`src/rtl/sipo_stream.sv`:
```
// sipo_stream: serial-in, parallel-out stream deserialiser.
//
// Gathers en-qualified serial bits from sin into DATA_W-bit words, in
// LSB-first or MSB-first order. The order is chosen per word by msb_first,
// sampled on the first bit of the word. Completed words go into a
// DEPTH-entry FIFO that drains over a valid/ready stream. A word that
// completes while the FIFO is full, with no pop on the same edge, is
// dropped and raises the sticky ovf flag. Serial input is never stalled.
//
// Ports:
//   clk, rstn         clock; asynchronous active-low reset
//   en, sin           serial bit strobe and data
//   msb_first         bit order for the next word
//   flush             synchronous clear of the FIFO and any partial word
//   clr_ovf           clears ovf (a drop on the same edge wins)
//   m_valid, m_ready  output stream handshake
//   m_data            head-of-FIFO word
//   level             FIFO occupancy, 0..DEPTH
//   ovf               sticky word-dropped flag
//   m_perr            (parity build only) parity error flag of head word
//
// Build option: define SIPO_STREAM_PARITY_EN to enable parity mode. Each
// frame then carries one trailing even-parity bit. Every FIFO entry stores
// a perr flag, which is presented on m_perr.
module sipo_stream #(
    parameter int DATA_W = 8,
    parameter int DEPTH  = 16
) (
    input  logic                     clk,
    input  logic                     rstn,
    input  logic                     en,
    input  logic                     sin,
    input  logic                     msb_first,
    input  logic                     flush,
    input  logic                     clr_ovf,
    output logic                     m_valid,
    input  logic                     m_ready,
    output logic [DATA_W-1:0]        m_data,
    output logic [$clog2(DEPTH):0]   level,
`ifdef SIPO_STREAM_PARITY_EN
    output logic                     m_perr,
`endif
    output logic                     ovf
);

`ifdef SIPO_STREAM_PARITY_EN
    localparam int EW     = DATA_W + 1;  // data + perr flag
    localparam int LAST_I = DATA_W;      // last frame bit is parity
`else
    localparam int EW     = DATA_W;
    localparam int LAST_I = DATA_W - 1;
`endif
    localparam int CW = $clog2(LAST_I + 1);
    localparam int AW = $clog2(DEPTH);
    localparam int PW = AW + 1;
    localparam logic [CW-1:0] LAST = CW'(LAST_I);

    logic [CW-1:0]                cnt_q, cnt_d;
    logic [DATA_W-1:0]            sreg_q, sreg_d;
    logic                         mode_q, mode_d;
    logic [PW-1:0]                wr_ptr_q, wr_ptr_d;
    logic [PW-1:0]                rd_ptr_q, rd_ptr_d;
    logic                         ovf_q, ovf_d;
    logic [DEPTH-1:0][EW-1:0]     mem_q;
`ifdef SIPO_STREAM_PARITY_EN
    logic                         par_q, par_d;
`endif

    logic                         mode_c;
    logic                         last_c;
    logic                         data_bit_c;
    logic [DATA_W-1:0]            sreg_nxt;
    logic [EW-1:0]                word_c;
    logic                         empty_c, full_c;
    logic                         pop_c, push_c, we_c;

    // The mode is taken live from msb_first on the first bit. It is held in
    // mode_q for the rest of the word.
    assign mode_c = (cnt_q == '0) ? msb_first : mode_q;
    assign last_c = (cnt_q == LAST);

`ifdef SIPO_STREAM_PARITY_EN
    assign data_bit_c = !last_c;
    // Even parity over the data and parity bits: an odd ones count is an error.
    assign word_c     = {par_q ^ sin, sreg_q};
`else
    assign data_bit_c = 1'b1;
    // The completed word includes the bit arriving on this edge.
    assign word_c     = sreg_nxt;
`endif

    always_comb begin
        sreg_nxt = sreg_q;
        if (data_bit_c) begin
            if (mode_c) begin
                sreg_nxt = {sreg_q[DATA_W-2:0], sin};
            end else begin
                for (int k = 0; k < DATA_W; k++) begin
                    if (cnt_q == CW'(k)) sreg_nxt[k] = sin;
                end
            end
        end
    end

    assign empty_c = (wr_ptr_q == rd_ptr_q);
    assign full_c  = (wr_ptr_q[AW] != rd_ptr_q[AW]) &&
                     (wr_ptr_q[AW-1:0] == rd_ptr_q[AW-1:0]);

    always_comb begin
        cnt_d    = cnt_q;
        sreg_d   = sreg_q;
        mode_d   = mode_q;
        wr_ptr_d = wr_ptr_q;
        rd_ptr_d = rd_ptr_q;
        ovf_d    = clr_ovf ? 1'b0 : ovf_q;
        we_c     = 1'b0;
        pop_c    = 1'b0;
        push_c   = 1'b0;
`ifdef SIPO_STREAM_PARITY_EN
        par_d    = par_q;
`endif
        if (flush) begin
            // flush overrides everything except ovf; the bit on this edge is lost
            cnt_d    = '0;
            sreg_d   = '0;
            wr_ptr_d = '0;
            rd_ptr_d = '0;
`ifdef SIPO_STREAM_PARITY_EN
            par_d    = 1'b0;
`endif
        end else begin
            pop_c  = !empty_c && m_ready;
            push_c = en && last_c;
            if (en) begin
                cnt_d  = last_c ? '0 : cnt_q + 1'b1;
                sreg_d = sreg_nxt;
                mode_d = mode_c;
`ifdef SIPO_STREAM_PARITY_EN
                par_d  = (cnt_q == '0) ? sin : (par_q ^ sin);
`endif
            end
            if (pop_c) rd_ptr_d = rd_ptr_q + 1'b1;
            // On a full FIFO a same-edge pop frees the slot being written.
            if (push_c) begin
                if (!full_c || pop_c) begin
                    we_c     = 1'b1;
                    wr_ptr_d = wr_ptr_q + 1'b1;
                end else begin
                    ovf_d = 1'b1;
                end
            end
        end
    end

    always_ff @(posedge clk or negedge rstn) begin
        if (!rstn) begin
            cnt_q    <= '0;
            sreg_q   <= '0;
            mode_q   <= 1'b0;
            wr_ptr_q <= '0;
            rd_ptr_q <= '0;
            ovf_q    <= 1'b0;
            mem_q    <= '0;
`ifdef SIPO_STREAM_PARITY_EN
            par_q    <= 1'b0;
`endif
        end else begin
            cnt_q    <= cnt_d;
            sreg_q   <= sreg_d;
            mode_q   <= mode_d;
            wr_ptr_q <= wr_ptr_d;
            rd_ptr_q <= rd_ptr_d;
            ovf_q    <= ovf_d;
            if (we_c) mem_q[wr_ptr_q[AW-1:0]] <= word_c;
`ifdef SIPO_STREAM_PARITY_EN
            par_q    <= par_d;
`endif
        end
    end

    assign m_valid = !empty_c;
    assign level   = wr_ptr_q - rd_ptr_q;
    assign m_data  = mem_q[rd_ptr_q[AW-1:0]][DATA_W-1:0];
    assign ovf     = ovf_q;
`ifdef SIPO_STREAM_PARITY_EN
    assign m_perr  = mem_q[rd_ptr_q[AW-1:0]][DATA_W];
`endif

endmodule

```
`config.mk`:
```
export PLATFORM = sky130hd
export DESIGN_NAME = sipo_stream
export DESIGN_NICKNAME = d
export VERILOG_FILES = /design/src/rtl/sipo_stream.sv
export SDC_FILE = /design/constraint.sdc
export NUM_CORES = 1
export LEC_CHECK = 0
export ABC_CLOCK_PERIOD_IN_PS = 3530
export CELL_PAD_IN_SITES_DETAIL_PLACEMENT = 1
export CELL_PAD_IN_SITES_GLOBAL_PLACEMENT = 2
export CORE_ASPECT_RATIO = 2
export CORE_UTILIZATION = 45
export DETAILED_ROUTE_END_ITERATION = 12
export PLACE_DENSITY = 0.89
export SYNTH_ARGS = -nofsm -noshare
export SYNTH_HDL_FRONTEND = slang
export SYNTH_SLANG_ARGS = --single-unit
```
`constraint.sdc`:
```
create_clock -name clk -period 3.53 [get_ports clk]
set_input_delay 0.706 -clock clk [delete_from_list [all_inputs] [get_ports clk]]
set_output_delay 0.706 -clock clk [all_outputs]
set_load 0.02 [all_outputs]
```
* After elaboration in Yosys (flattened, before gate mapping) *
Index checks and enable logic that the tools add are counted.

cells by class
  add/subtract/negate cells = 4
  reduce and logical (&&, ||, !) cells = 14
  eq/ne operators = 10
  bitwise logic cells = 1
  multiplexer cells = 32
  order comparisons = 3

operators with widths
  operator                                                    number
  bitwise mux 128 bit                                         1
  two-way mux 8 bit                                           5
  binary-select mux 8 bit (select 4 bit)                      1
  demux 8 bit (select 4 bit)                                  1
  two-way mux 5 bit                                           5
  two-way mux 1 bit                                           16
  equality test 3 bit, second input constant                  4
  adder 5 x 1 -> 5 bit, second input constant                 2
  less-than comparator 4 x 5 -> 1 bit, second input constant  2
  two-way mux 3 bit                                           3
  nonzero test 2 bit                                          4
  equality test 3 x 2 -> 1 bit, second input constant         2
  equality test 5 bit                                         1
  subtractor 5 bit                                            1
  equality test 4 bit                                         1
  >= comparator 4 x 1 -> 1 bit, second input constant         1
  logical AND 1 bit                                           4
  AND reduction 2 bit                                         2
  adder 3 x 1 -> 3 bit, second input constant                 1
  equality test 3 x 1 -> 1 bit, second input constant         1
  logical NOT 3 bit                                           1
  logical NOT 1 bit                                           2
  logical OR 1 bit                                            1
  != test 1 bit                                               1
  NOT 1 bit                                                   1

storage, ports and cells
  word-level logic and storage cells = 86
  input bits = 8
  flip-flop bits (word level) = 151
  output and inout port bits = 15

* Longest topological paths before layout *
Gate-level depths: netlist of run 1.

  depth after elaboration = 7
  mapped depth = 9
  depth with buffers taken out = 7

* Worst setup path after synthesis of run 1 *
OpenSTA, ideal clock, no wires.

  path type = flip-flop to flip-flop
  start point = register rd_ptr_q[1]
  end point = register mem_q[1] in the netlist's numbering
  library setup time = 0.125 ns
  period minus slack after synthesis = 2.687 ns
  cell stages (with the launch flop) = 10
  path slack = 0.843 ns
  arrival = 2.563 ns
  path buffers = 3
  required time = 3.405 ns
  cells stage by stage = dfrtp_1 -> clkbuf_1 -> clkbuf_1 -> inv_1 -> ha_1 -> nand4_1 -> nor3_2 -> buf_6 -> nor4_4 -> mux2_2

between the ends
  word-level cells in the longest chain between the ends = 7
  elaborated cells between the ends (all ways) = 10
  classes of those cells = eq/ne (2); mux (3); reduce/logical (5)

ends and longest elaborated chain
  what                                                               RTL line  source
  start, declared                                                    62        logic [PW-1:0] rd_ptr_q, rd_ptr_d;
  start signal, assigned                                             172       rd_ptr_q <= rd_ptr_d;
  equality test 5 bit / equality test 4 bit (equally long branches)  105, 107
  logical NOT 1 bit / logical AND 1 bit (equally long branches)      132, 106
  logical AND 1 bit / logical NOT 1 bit (equally long branches)      132, 145
  logical OR 1 bit (*)                                               145       if (!full_c || pop_c) begin
  two-way mux 1 bit (*)                                              145
  two-way mux 1 bit (*)                                              144       if (push_c) begin
  two-way mux 1 bit (*)                                              122       if (flush) begin
  end signal, assigned by index                                      174       if (we_c) mem_q[wr_ptr_q[AW-1:0]] <= word_c;
  end, declared                                                      64        logic [DEPTH-1:0][EW-1:0] mem_q;

Mark *: on every way between the ends. The rest lies on a longest branch, timed or not.
A chain may end at the register's enable or synchronous reset.

* Worst setup path in the final report of run 1 *
  start point = register rd_ptr_q[0]
  end point = output port m_data[5]

between the ends
  word-level cells in the longest chain between the ends = 2

ends and longest elaborated chain
  what                                     RTL line  source
  binary-select mux 8 bit (select 4 bit)   183       assign m_data = mem_q[rd_ptr_q[AW-1:0]][DATA_W-1:0];
  two-way mux 8 bit (implied by the code)  183
  end, declared                            38        output logic [DATA_W-1:0] m_data,

No other way between the ends. The select of a mux whose other input is x is not followed.

==> reports/qor.txt, run 1 <==
clk slew on worst S/H paths = 0.06 ns
CP required = 2.82 ns
setup tns final = 0 ns
starting density of the core = 45.9%
CTS sink cnt = 151
Startpoint Class = flop
max-slew violations = 0
Sw Share = 23.5%
Place WS = 0.341 ns
Reg power frac = 44.7%
num ports = 23
clock skew = 0.0106 ns
Crit Path Category = reg -> out
Setup crit end kind = primary output
Num CTS Buffers = 17
chip width = 94.2 um
synthesized area = 0.00765 mm^2
routability cong. = 0.797
Yosys top cell by area = dfrtp_1
Synth area leaders = dfrtp_1 (49%), mux2_2 (20%), mux4_2 (9.4%)
total nets after synthesis = 566
Wirelength per Cell = 24.6 um
syn avg cell area = 14.1 um^2
Total GRT Usage = 24.7%
WP data arrival = 2.66 ns
area grow syn2layout = 15.2%
Core Footprint = 0.0167 mm^2
top post-synthesis cells by count = dfrtp_1 (151), mux2_2 (134), mux4_2 (32)
Switching Power = 0.927 mW
DRC = 0
CTS Hold Bufs = 0
Int Pwr = 3.02 mW
Seq/Total Area, Yosys = 49.4%
Slew @ Worst Pin = 1.04 ns
number of nets with antenna violations after routing = 0
DRT iter0 DRCs = 208
Row Count = 67
unrepaired setup endpoints after global routing = no
antenna violations before repair = 0
Peak VDD IR = 0.364 mV
CTS tree = yes
Synth Flop Type = dfrtp_1
grt met1 use = 27.9%
min cycle time layout = 3.36 ns
PnR worst setup slack = 0.166 ns
largest net degree at the start of global routing = 111
GR Layer Usage met2 = 44.6%
Syn Inst Count = 542
Design Power = 3.95 mW
Chip Height = 186 um
clock share of power = 48.6%
Pwr per Cell Area = 448 mW/mm^2
Vias = 4726
H-tree depth = 4
routed wire length = 19.4 mm
final setup vio count = 0
busiest layer in global routing = met2
fmax = 0.297 GHz
DP HPWL = 13.3 mm
Yosys cell types = 50
count leader, synth = dfrtp_1
async set-reset flop share out of synthesis = 100%
critical path peak fanout = 24
run status = finished, final reports clean
via count of the first global-routing pass = 5552
leakage power = 3.99 nW
clock latency on the worst-skew pair = 0.43 ns
FILL cells = 1600
Port Buffers = 22
Yosys Warn Count = 0
Comb power frac = 6.7%
Hold Crit Class = in -> async
die area = 0.0176 mm^2
top-area cell type share of the netlist area = 49.4%
number of flops mapped to enable cells by yosys = 0
Vias/cell = 5.98
Final Hold Vio Count = 0
Antenna diodes = 0
fin crit share = 95.3%
flops & latches, synth = 151
first-pass GRT wire length = 31.9 mm
Slew headroom = 30.7%
share of post-route cells with drive strength above 1 = 42.2%
CTS root buf = clkbuf_16
met3 Use GR = 2.97%
Initial DRT Pass Iterations = 4
GR Overflow Total = 0
Max clock buf depth = 2
Max Cap Viol = 0
fin nets = 595
## repair_timing
item / CTS / global route
pin swaps: 0 / 1
buffers inserted: 2 / 3
resized for setup: 1 / 0
setup endpoints to repair: 6 / 1
## layout by cell type (no fill, tap or decap), types with 5 or more instances in the layout
master,instances
dfrtp_1,150
mux2_2,134
mux4_2,32
clkdlybuf4s50_1,21
inv_1,20
clkbuf_16,17
a22oi_1,16
ha_1,15
buf_4,15
nor2_1,14
nand2_1,14
o21ai_0,13
nor3_4,12
a21oi_1,10
mux2i_1,7
nor3_1,7
xnor2_1,5
## logic make-up (layout without fill, tap and decap cells)
group,after synthesis,after routing,share of synthesized area (%)
buffers and inverters,51,92,2.86
xor gates and xnor gates,9,9,1.13
DFF,151,151,49.4
adders and majority gates,16,16,2.71
AOI/OAI and AO/OA,62,62,5.53
muxes,177,177,30.8
and+or+nand+nor,76,76,7.63
## routing by layer
layer / share of wire [%] / vias up
li1: - / 2062
met1: 36 / 2557
met2: 58 / 74
met3: 1.9 / 33
met4: 3.7 / 0
met5: 0 / -
## final timing paths
| check | startpoint | to | slack, ns | cells after the start |
|---|---|---|---|---|
| worst max-delay path | rd_ptr_q[0] | m_data[5] | 0.17 | 5 |
| worst min-delay path | rstn | mem_q[56] | 0.38 | 1 |
| worst max register to register | wr_ptr_q[3] | mem_q[27] | 0.50 | 7 |
| worst min register to register | mem_q[24] | mem_q[24] | 0.48 | 1 |
| max in group asynchronous | rstn | mem_q[121] | 2.20 | 2 |
| min in group clk | mem_q[24] | mem_q[24] | 0.48 | 1 |
## power groups by stage
| stage | registers (mW) | clock network, mW | logic (mW) |
|---|---|---|---|
| 6_report | 1.77 | 1.92 | 0.263 |
| 5_1_grt | 1.77 | 2.02 | 0.290 |
| 4_1_cts | 1.77 | 1.95 | 0.262 |
| 3_5_place_dp | 1.80 | 0 | 0.260 |
| 3_3_place_gp | 1.80 | 0 | 0.248 |
| 2_1_floorplan | 1.79 | 0 | 0.151 |
## flip-flops by register name, summed over array words and instances (netlist names)
name	cells
mem_q	128
sreg_q	8
rd_ptr_q	5
wr_ptr_q	5
cnt_q	3
mode_q	1
ovf	1
## layout make-up
cell class                      count  area (um^2)  area share (%)
Tap cell                          207          259            2.94
Clock buffer                       19          443            5.02
Multi-Input combinational cell    340         3670            41.6
Clock inverter                     12          176            2.00
Timing Repair Buffer               41          414            4.70
Sequential cell                   151         3780            42.9
Inverter                           20         75.1           0.852
## worst max-delay path: stages (launching register included)
cell	delay, ns
dfrtp_4	0.46
buf_12	0.23
mux4_2	0.53
a22oi_1	0.27
nand2_1	0.14
clkdlybuf4s50_1	0.57
## per-stage QoR
step | hold slack (ns) | utilization (%) | instance area (um^2) | std cells
floorplan | 0.410 | - | 7650 | 542
global placement | 0.464 | 48.9 | 8150 | 754
detailed placement | 0.474 | 48.9 | 8150 | 754
CTS | 0.464 | 52.7 | 8790 | 787
global route | 0.486 | 52.8 | 8820 | 790
finish | 0.375 | 52.8 | 8820 | 790
No activity file was read; power rests on OpenSTA's default activity.
==> inputs of run 2 (changes only) <==
--- a/config.mk
+++ b/config.mk
@@ -9,6 +9,7 @@
 export CELL_PAD_IN_SITES_DETAIL_PLACEMENT = 1
 export CELL_PAD_IN_SITES_GLOBAL_PLACEMENT = 2
 export CORE_ASPECT_RATIO = 2
+export CORE_MARGIN = 2
 export CORE_UTILIZATION = 45
 export DETAILED_ROUTE_END_ITERATION = 12
 export PLACE_DENSITY = 0.89
==> run 2 against run 1 <==
Sequential cell count is the same. Critical endpoint unchanged. Sequential power is essentially flat. Global-route usage shrank 0.63 points. Die area grew 3.2%. Utilization shrank 0.17 points. Routed wire length grew 2.5%. Register-to-register slack gained 0.23 ns. Design area shrank 0.33%. Largest cell class unchanged. Critical path depth grew 1. Via count is essentially flat. Setup slack lost 0.054 ns. Worst hold slack lost 0.28 ns. Largest power group unchanged.
==> reports/qor.txt, run 2 (same netlist as run 1, synthesis figures left out) <==
run status = finished, final reports clean
setup tns final = 0 ns
fin nets = 593
max-slew violations = 0
share of post-route cells with drive strength above 1 = 41.8%
Final Cell Area = 0.00879 mm^2
critical path peak fanout = 20
Antenna diodes = 0
clk slew on worst S/H paths = 0.06 ns
CP peak stage delay = 0.55 ns
CTS tree = yes
Max clock buf depth = 2
most frequent cells in the layout = dfrtp_1 (150), mux2_2 (134), mux4_2 (32)
DP HPWL = 13.7 mm
antenna violations before repair = 0
Slew @ Worst Pin = 0.826 ns
Core Footprint = 0.0167 mm^2
Chip Height = 188 um
Top reg by flops = mem_q
CP cell instances = buf_12, buf_8, mux4_2, a22oi_1, nand2_1, clkdlybuf4s50_1
Port Buffers = 22
GR Overflow Total = 0
unrepaired setup endpoints after global routing = no
post-CTS setup buffers = 0
Reg area = 0.00378 mm^2
FILL cells = 1608
placed inst area = 0.00816 mm^2
H-tree depth = 4
DRT iter0 DRCs = 328
num ports = 23
Largest register FFs = 128
routability cong. = 0.803
Hold Crit Class = in -> async
Largest regs = mem_q: 128 flops, sreg_q: 8 flops
Max Cap Viol = 0
Wirelength per Cell = 25.2 um
Pwr per Cell Area = 445 mW/mm^2
Startpoint Class = flop
WP data arrival = 2.71 ns
final setup vio count = 0
leakage power = 4.02 nW
min cycle time layout = 3.42 ns
CTS root buf = clkbuf_16
Total GRT Usage = 24.0%
Slowest cell on crit path = clkdlybuf4s50_1
Final Hold Vio Count = 0
via count of the first global-routing pass = 5489
commonest non-fill, non-tap cell in the layout = dfrtp_1
number of nets with antenna violations after routing = 0
clock latency on the worst-skew pair = 0.43 ns
first-pass GRT wire length = 31.7 mm
Vias/cell = 5.99
DRC = 0
clock skew = 0.00633 ns
Slew headroom = 44.5%
Vias = 4729
Multi-input gate area = 0.00366 mm^2
fin crit share = 96.8%
Row Count = 67
Crit Path Category = reg -> out
CTS sink cnt = 151
routed wire length = 19.9 mm
fmax = 0.293 GHz
die area = 0.0181 mm^2
Setup crit end kind = primary output
CTS Hold Bufs = 0
Initial DRT Pass Iterations = 4
chip width = 96.2 um
largest net degree at the start of global routing = 135
CP required = 2.82 ns
Peak VDD IR = 0.608 mV
Num CTS Buffers = 17
starting density of the core = 45.9%
area grow syn2layout = 14.8%
-- run 2: changes by cell type in the layout (fill, tap and decap cells not counted), sizes merged, moves of 2 or more --
| cell | change |
|---|---|
| buf | -2 |
| clkinvlp | +2 |
| dlymetal6s2s | +3 |
| clkdlybuf4s50 | -3 |
-- run 2: path summary, 6_finish.rpt --
| check | from | end | slack [ns] | cells past startpoint |
|---|---|---|---|---|
| worst max-delay path | rd_ptr_q[0] | m_data[5] | 0.11 | 6 |
| worst min-delay path | rstn | ovf | 0.1 | 1 |
| min in group clk | mem_q[57] | mem_q[57] | 0.50 | 1 |
| worst max register to register | rd_ptr_q[1] | mem_q[96] | 0.73 | 8 |
| max in group asynchronous | rstn | mem_q[47] | 2.45 | 2 |
| worst min register to register | mem_q[57] | mem_q[57] | 0.50 | 1 |
-- run 2: final cells by class --
class	count	share of cell area [%]
clock buffers	19	4.93
clock inverters	13	1.96
inverters	20	0.854
multi-input cells	340	41.7
flip-flops and latches	151	43.0
well taps	207	2.95
repair buffers	39	4.61
-- run 2: what timing repair did --
item | in CTS | in global routing
setup endpoints to repair | 6 | 8
resized for setup | 1 | 5
pin swaps | 0 | 0
-- run 2: worst max-delay path, delay by kind of cell, from the launching register on --
family | cells | cell delay, ns
and+or+nand+nor | 1 | 0.08
buffers and inverters | 3 | 1.00
muxes | 1 | 0.52
DFF | 1 | 0.42
AOI/OAI and AO/OA | 1 | 0.23
-- run 2: metal layers --
metal	global-route usage (%)	vias up	routed length [um]
met1	26.7	2538	7200
met4	12.5	0	898
met3	4.12	45	559
li1	-	2059	-
met2	42.4	87	11200
met5	0	-	0
-- run 2: report_power, final --
group / internal (mW) / switching (mW) / total (mW)
logic: 0.0783 / 0.184 / 0.262
registers: 1.75 / 0.0192 / 1.77
clock network: 1.12 / 0.766 / 1.89
-- run 2: stage by stage --
stage | power, mW | hold WS, ns | setup slack [ns] | cells | utilization, %
after global placement | 2.05 | 0.467 | 0.456 | 757 | 48.9
after CTS | 3.94 | 0.0986 | 0.00860 | 789 | 52.6
after global routing | 4.03 | 0.0987 | 0.00147 | 789 | 52.7
after detailed placement | 2.06 | 0.493 | 0.415 | 757 | 48.9
after floorplan | 1.94 | 0.410 | 0.843 | 542 | -
final | 3.91 | 0.0983 | 0.112 | 789 | 52.7
